**src/rtl/tx_psf_pkg.sv**
```systemverilog
// rtl/tx_psf_pkg.sv - shared constants and saturation helper for the PAM4 pulse-shaping filter
package tx_psf_pkg;

  // PAM4 symbol encoding: 0 -> -1, 1 -> -1/3, 2 -> +1/3, 3 -> +1
  localparam logic [1:0] SYM_NEG1   = 2'd0;
  localparam logic [1:0] SYM_NEG3RD = 2'd1;
  localparam logic [1:0] SYM_POS3RD = 2'd2;
  localparam logic [1:0] SYM_POS1   = 2'd3;

  localparam int CW_DEFAULT = 18;

  // Clamp a sign-extended accumulator to the signed range of a cw-bit result.
  // Returned at full width so callers can detect clipping by comparison.
  function automatic logic signed [63:0] saturate(input logic signed [63:0] acc, input int cw);
    logic signed [63:0] hi;
    logic signed [63:0] lo;
    hi = (64'sd1 <<< (cw - 1)) - 64'sd1;
    lo = -(64'sd1 <<< (cw - 1));
    if (acc > hi)
      saturate = hi;
    else if (acc < lo)
      saturate = lo;
    else
      saturate = acc;
  endfunction

endpackage

```
**src/rtl/tx_psf_poly_tap_sel.sv**
```systemverilog
// rtl/tx_psf_poly_tap_sel.sv - multiplier-less PAM4 level times coefficient for one tap
// Ports: sym/valid select the level of one delay-line entry; c_full/c_third are the
// coefficient and its precomputed third; term is the signed product at ACCW bits.
module psf_tap_sel
  import tx_psf_pkg::*;
#(
  parameter int CW   = CW_DEFAULT,
  parameter int ACCW = CW + 4
) (
  input  logic [1:0]      sym,
  input  logic            valid,
  input  logic [CW-1:0]   c_full,
  input  logic [CW-1:0]   c_third,
  output logic [ACCW-1:0] term
);

  logic [ACCW-1:0] full_x;
  logic [ACCW-1:0] third_x;

  assign full_x  = {{(ACCW-CW){c_full[CW-1]}}, c_full};
  assign third_x = {{(ACCW-CW){c_third[CW-1]}}, c_third};

  always_comb begin
    term = '0;
    if (valid) begin
      case (sym)
        SYM_POS1:   term = full_x;
        SYM_NEG1:   term = -full_x;
        SYM_POS3RD: term = third_x;
        SYM_NEG3RD: term = -third_x;
        default:    term = '0;
      endcase
    end
  end

endmodule

```
**src/rtl/tx_psf_poly.sv**
```systemverilog
// rtl/tx_psf_poly.sv - polyphase PAM4 transmit pulse-shaping FIR with coefficient RAM
// Ports: clk/reset (sync, active-high); samp_en output-sample strobe; sym/sym_valid/sym_ready
// symbol handshake; flush clears delay line and phase; coef_we/coef_addr/coef_wdata write
// {c_third, c_full} taps; y/y_valid filtered output; underflow/sat sticky status flags.
module tx_psf_poly
  import tx_psf_pkg::*;
#(
  parameter  int OSR   = 4,
  parameter  int SPAN  = 6,
  parameter  int CW    = CW_DEFAULT,
  localparam int NTAPS = OSR * SPAN,
  localparam int AW    = $clog2(NTAPS),
  localparam int ACCW  = CW + $clog2(SPAN) + 1,
  localparam int PW    = $clog2(OSR)
) (
  input  logic          clk,
  input  logic          reset,
  input  logic          samp_en,
  input  logic [1:0]    sym,
  input  logic          sym_valid,
  output logic          sym_ready,
  input  logic          flush,
  input  logic          coef_we,
  input  logic [AW-1:0] coef_addr,
  input  logic [2*CW-1:0] coef_wdata,
  output logic [CW-1:0] y,
  output logic          y_valid,
  output logic          underflow,
  output logic          sat
);

  logic [PW-1:0]   phase;
  logic [SPAN-1:0] d_valid;
  logic [1:0]      d_sym       [SPAN];
  logic [CW-1:0]   c_full_mem  [NTAPS];
  logic [CW-1:0]   c_third_mem [NTAPS];
  logic [ACCW-1:0] term        [SPAN];
  logic [ACCW-1:0] term_r      [SPAN];
  logic            v1;
  logic            boundary;
  logic            coef_in_range;
  logic [ACCW-1:0] acc;
  logic signed [63:0] acc64;
  logic signed [63:0] clipped;
  logic            sat_hit;

  assign boundary      = samp_en && (phase == PW'(OSR - 1));
  assign sym_ready     = boundary && !reset && !flush;
  assign coef_in_range = ({1'b0, coef_addr} < (AW+1)'(NTAPS));

  // Tap k of the current phase reads h[phase + OSR*k]; the write port updates at the
  // edge, so a same-cycle strobe naturally sees the old coefficient.
  for (genvar k = 0; k < SPAN; k++) begin : g_tap
    logic [AW-1:0] idx;
    assign idx = AW'(phase) + AW'(OSR * k);
    psf_tap_sel #(.CW(CW), .ACCW(ACCW)) u_tap (
      .sym     (d_sym[k]),
      .valid   (d_valid[k]),
      .c_full  (c_full_mem[idx]),
      .c_third (c_third_mem[idx]),
      .term    (term[k])
    );
  end

  always_comb begin
    acc = '0;
    for (int k = 0; k < SPAN; k++)
      acc = acc + term_r[k];
    acc64   = {{(64-ACCW){acc[ACCW-1]}}, acc};
    clipped = saturate(acc64, CW);
    sat_hit = (clipped != acc64);
  end

  always_ff @(posedge clk) begin
    if (reset) begin
      phase     <= '0;
      d_valid   <= '0;
      v1        <= 1'b0;
      y         <= '0;
      y_valid   <= 1'b0;
      underflow <= 1'b0;
      sat       <= 1'b0;
      for (int k = 0; k < SPAN; k++) begin
        d_sym[k]  <= '0;
        term_r[k] <= '0;
      end
      for (int i = 0; i < NTAPS; i++) begin
        c_full_mem[i]  <= '0;
        c_third_mem[i] <= '0;
      end
    end else begin
      if (coef_we && coef_in_range) begin
        c_full_mem[coef_addr]  <= coef_wdata[CW-1:0];
        c_third_mem[coef_addr] <= coef_wdata[2*CW-1:CW];
      end

      // Stage 1 captures the selected terms; stage 2 sums and clamps.
      v1 <= samp_en;
      if (samp_en)
        for (int k = 0; k < SPAN; k++)
          term_r[k] <= term[k];

      y_valid <= v1;
      if (v1) begin
        y <= clipped[CW-1:0];
        if (sat_hit)
          sat <= 1'b1;
      end

      // Flush wins over the symbol boundary; in-flight pipeline stages are left alone.
      if (flush) begin
        phase   <= '0;
        d_valid <= '0;
      end else if (samp_en) begin
        phase <= boundary ? '0 : phase + 1'b1;
        if (boundary) begin
          for (int k = SPAN - 1; k > 0; k--) begin
            d_valid[k] <= d_valid[k-1];
            d_sym[k]   <= d_sym[k-1];
          end
          d_valid[0] <= sym_valid;
          d_sym[0]   <= sym;
          if (!sym_valid)
            underflow <= 1'b1;
        end
      end
    end
  end

endmodule
```
**config.mk**
```make
export PLATFORM = sky130hd
export DESIGN_NAME = tx_psf_poly
export DESIGN_NICKNAME = d
export VERILOG_FILES = /design/src/rtl/tx_psf_pkg.sv /design/src/rtl/tx_psf_poly_tap_sel.sv /design/src/rtl/tx_psf_poly.sv
export SDC_FILE = /design/constraint.sdc
export NUM_CORES = 2
export LEC_CHECK = 0
export ABC_AREA = 1
export CAP_MARGIN = 15
export CORE_UTILIZATION = 41
export CTS_BUF_LIST = sky130_fd_sc_hd__clkbuf_2 sky130_fd_sc_hd__clkbuf_4 sky130_fd_sc_hd__clkbuf_8
export CTS_CLUSTER_SIZE = 10
export DETAILED_ROUTE_END_ITERATION = 10
export DONT_BUFFER_PORTS = 1
export GPL_TIMING_DRIVEN = 0
export PLACE_DENSITY = 0.58
export REMOVE_ABC_BUFFERS = 1
export SLEW_MARGIN = 15
export SYNTH_ARGS = -nofsm -noshare
export SYNTH_HDL_FRONTEND = slang
export SYNTH_HIERARCHICAL = 1
export SYNTH_SLANG_ARGS = --single-unit
```
**constraint.sdc**
```tcl
create_clock -name clk -period 7.8 [get_ports clk]
set_input_delay 1.17 -clock clk [delete_from_list [all_inputs] [get_ports clk]]
set_output_delay 1.17 -clock clk [all_outputs]
set_load 0.005 [all_outputs]
```
==> impl_metrics.tcl <==
set metrics [dict create \
    rows 135 \
    end_kind "flip-flop" \
    yosysTopAreaCellShare_pct 53.5 \
    path_class "reg2reg" \
    dp_hpwl_um 124000 \
    wirelength_um 183000 \
    synth_area_um2 56600 \
    grt_pass1_vias 42100 \
    die_h_um 374 \
    power_density_nw_per_um2 218 \
    fin_crit_sh_pct 66.6 \
    fin_crit_ns 5.20 \
    cp.arrival_ns 5.99 \
    cp_slowest_cell "fa_1" \
    ff2ff_path_depth 25 \
    synth-async-reset-ratio_pct 0 \
    first_iter_violations 4993 \
    ant_nets 0 \
    grt_overflow_total 0 \
    clkSlewWorstSetupHoldPaths_ns 0.06 \
    crit_path_frequent_cell "nand2_1" \
    min-delay-path-class "in2reg" \
    grt_start_max_net_pins 102 \
    clk_path_buf_depth 3 \
    synth_cell_types 41 \
    hold-path-cell-count 1 \
    final.setup.worst_slack_ns 2.60 \
    slew_headroom_pct 19.4 \
    slew_violations 0 \
    grt_use_total_pct 26.0 \
    vias 45100 \
    worst_slew_pin_slew_ns 1.21 \
    pin_count 71 \
    crit_required_ns 8.59 \
    clockRootBuffer "clkbuf_8" \
    synthFlopType "edfxtp_1" \
    rsz0062_at_grt "no" \
    setup_viol 0 \
    ys_seq_area_share_pct 54.6 \
    synth_area_leaders "edfxtp_1 (53%), nor2_1 (12%), o21ai_0 (5.3%)" \
    remaining_drc_errors 0 \
    core_area_um2 136000 \
    antenna_found_initial 6 \
    cp-start-kind "flip-flop" \
    cellLeakagePower_nw 25.3 \
    wl_per_cell_um 22.1 \
    status "finished clean" \
    start_util_pct 41.5 \
    syn_avg_cell_area_um2 8.73 \
    cts_tree "done" \
    vdd_ir_drop_max_uv 141 \
    nets 6552 \
    clk_latency_ns 0.89 \
    power.total_mw 13.6 \
    synthToLayoutAreaGrowth_pct 10.6 \
    place.gp.congestion 0.973 \
    fin_tns_setup_ns 0 \
    skew_ns 0.0390 \
    synth_top_area_cell "edfxtp_1" \
    synth-edff-count 1008 \
    crit_path_max_incr_delay_ns 0.56 \
    post-synth-top-count-cell "nor2_1" \
    cts_setup_buffers 0 \
    portBuffers 0 \
    synth_cells 6489 \
    h-tree-depth 4 \
    grt_pass1_wl_um 271000 \
    cts_buffers 177 \
    die_width_um 374 \
    final_core_util_pct 45.9 \
    vias_per_cell 5.44 \
    cts_hold_buf 0 \
    hold_viol 0 \
    max-cap-violations 0 \
    synth-seq-cells 1040 \
    drive_gt1_share_pct 10.5 \
    place_ws_ns 2.66 \
    fmax_mhz 192 \
    synth_commonest_cells "nor2_1 (1764), edfxtp_1 (1008), inv_1 (794)" \
    die_area_um2 140000 \
    dr.pass1.iters 6 \
    cts_num_sinks 1040 \
    cts_resized 0 \
    cp_max_fo 16 \
    synth_warnings 6 \
]
[cell type report]
class	instances	area, um^2
Clock buffer	250	3030
Inverter	836	3160
Timing Repair Buffer	76	1740
Clock inverter	55	380
Sequential cell	1040	30900
Multi-Input combinational cell	4255	21100
Antenna cell	4	10.0
Fill cell	13000	73700
Tap cell	1781	2230
[through the flow]
| step | cells | area (um^2) | hold slack (ns) |
|---|---|---|---|
| 2_1_floorplan | 6131 | 55100 | 0.448 |
| 6_report | 8297 | 62600 | 0.388 |
| 5_1_grt | 8294 | 62600 | 0.312 |
| 4_1_cts | 8293 | 62600 | 0.290 |
| 3_3_place_gp | 7912 | 57300 | 0.459 |
| 3_5_place_dp | 7988 | 59200 | 0.468 |
[worst paths after layout]
check,from,endpoint,slack (ns)
worst max-delay path,term_r[2][2],y[8],2.60
worst min-delay path,reset,y_valid,0.39
worst max register to register,term_r[2][2],y[8],2.60
worst min register to register,sat,sat,0.47
[sequential cells by signal, indices dropped and copies added, names as in the netlist, named ones only]
signal and count:
d_sym 12, phase 2, v1 1, c_full_mem 432
underflow 1, sat 1, d_valid 6, c_third_mem 432
y_valid 1, y 18, term_r 132
[cells by family after synthesis]
| logic type | after synthesis | synth area share, % |
|---|---|---|
| AO/OA/AOI/OAI | 1035 | 10.0 |
| XOR/XNOR | 17 | 0.263 |
| adder cells (fa/ha/maj) | 117 | 3.69 |
| buffers and inverters | 1194 | 8.28 |
| flip-flops | 1040 | 54.6 |
| AND/OR/NAND/NOR | 3086 | 23.1 |
[power breakdown]
group          internal (mW)  total (mW)  switching, mW  leakage [nW]
sequential              6.41        6.52          0.117          10.1
clock                   2.58        4.85           2.28          1.82
combinational          0.656        2.27           1.61          13.4
[worst max-delay path, delay by kind of cell (launching register included)]
kind / cells / cell delay, ns
compound gates: 1 / 0.19
fa+ha+maj: 6 / 2.70
buf+inv: 6 / 0.70
flops: 1 / 0.39
simple gates: 12 / 1.13
[placed cells by master, fill, tap and decap left out, types with 34 or more instances in the layout]
| cell | instances |
|---|---|
| fa_1 | 83 |
| edfxtp_1 | 1008 |
| inv_1 | 756 |
| nor2_2 | 70 |
| clkbuf_8 | 185 |
| o21ai_0 | 603 |
| nor2_1 | 1764 |
| a21oi_1 | 128 |
| clkbuf_4 | 65 |
| ha_1 | 34 |
| o22ai_1 | 220 |
| inv_2 | 74 |
| nand2_1 | 687 |
| nand3_1 | 363 |
| buf_12 | 42 |
| nand2_2 | 75 |
[layer usage]
layer / GRT usage, % / vias up / routed length [um]
met2: 39.7 / 1862 / 82000
met5: 0 / - / 0
met3: 4.49 / 245 / 15500
met4: 8.73 / 0 / 5960
li1: - / 21100 / -
met1: 37.2 / 21900 / 79600
Power figures use the tool's default switching activity.
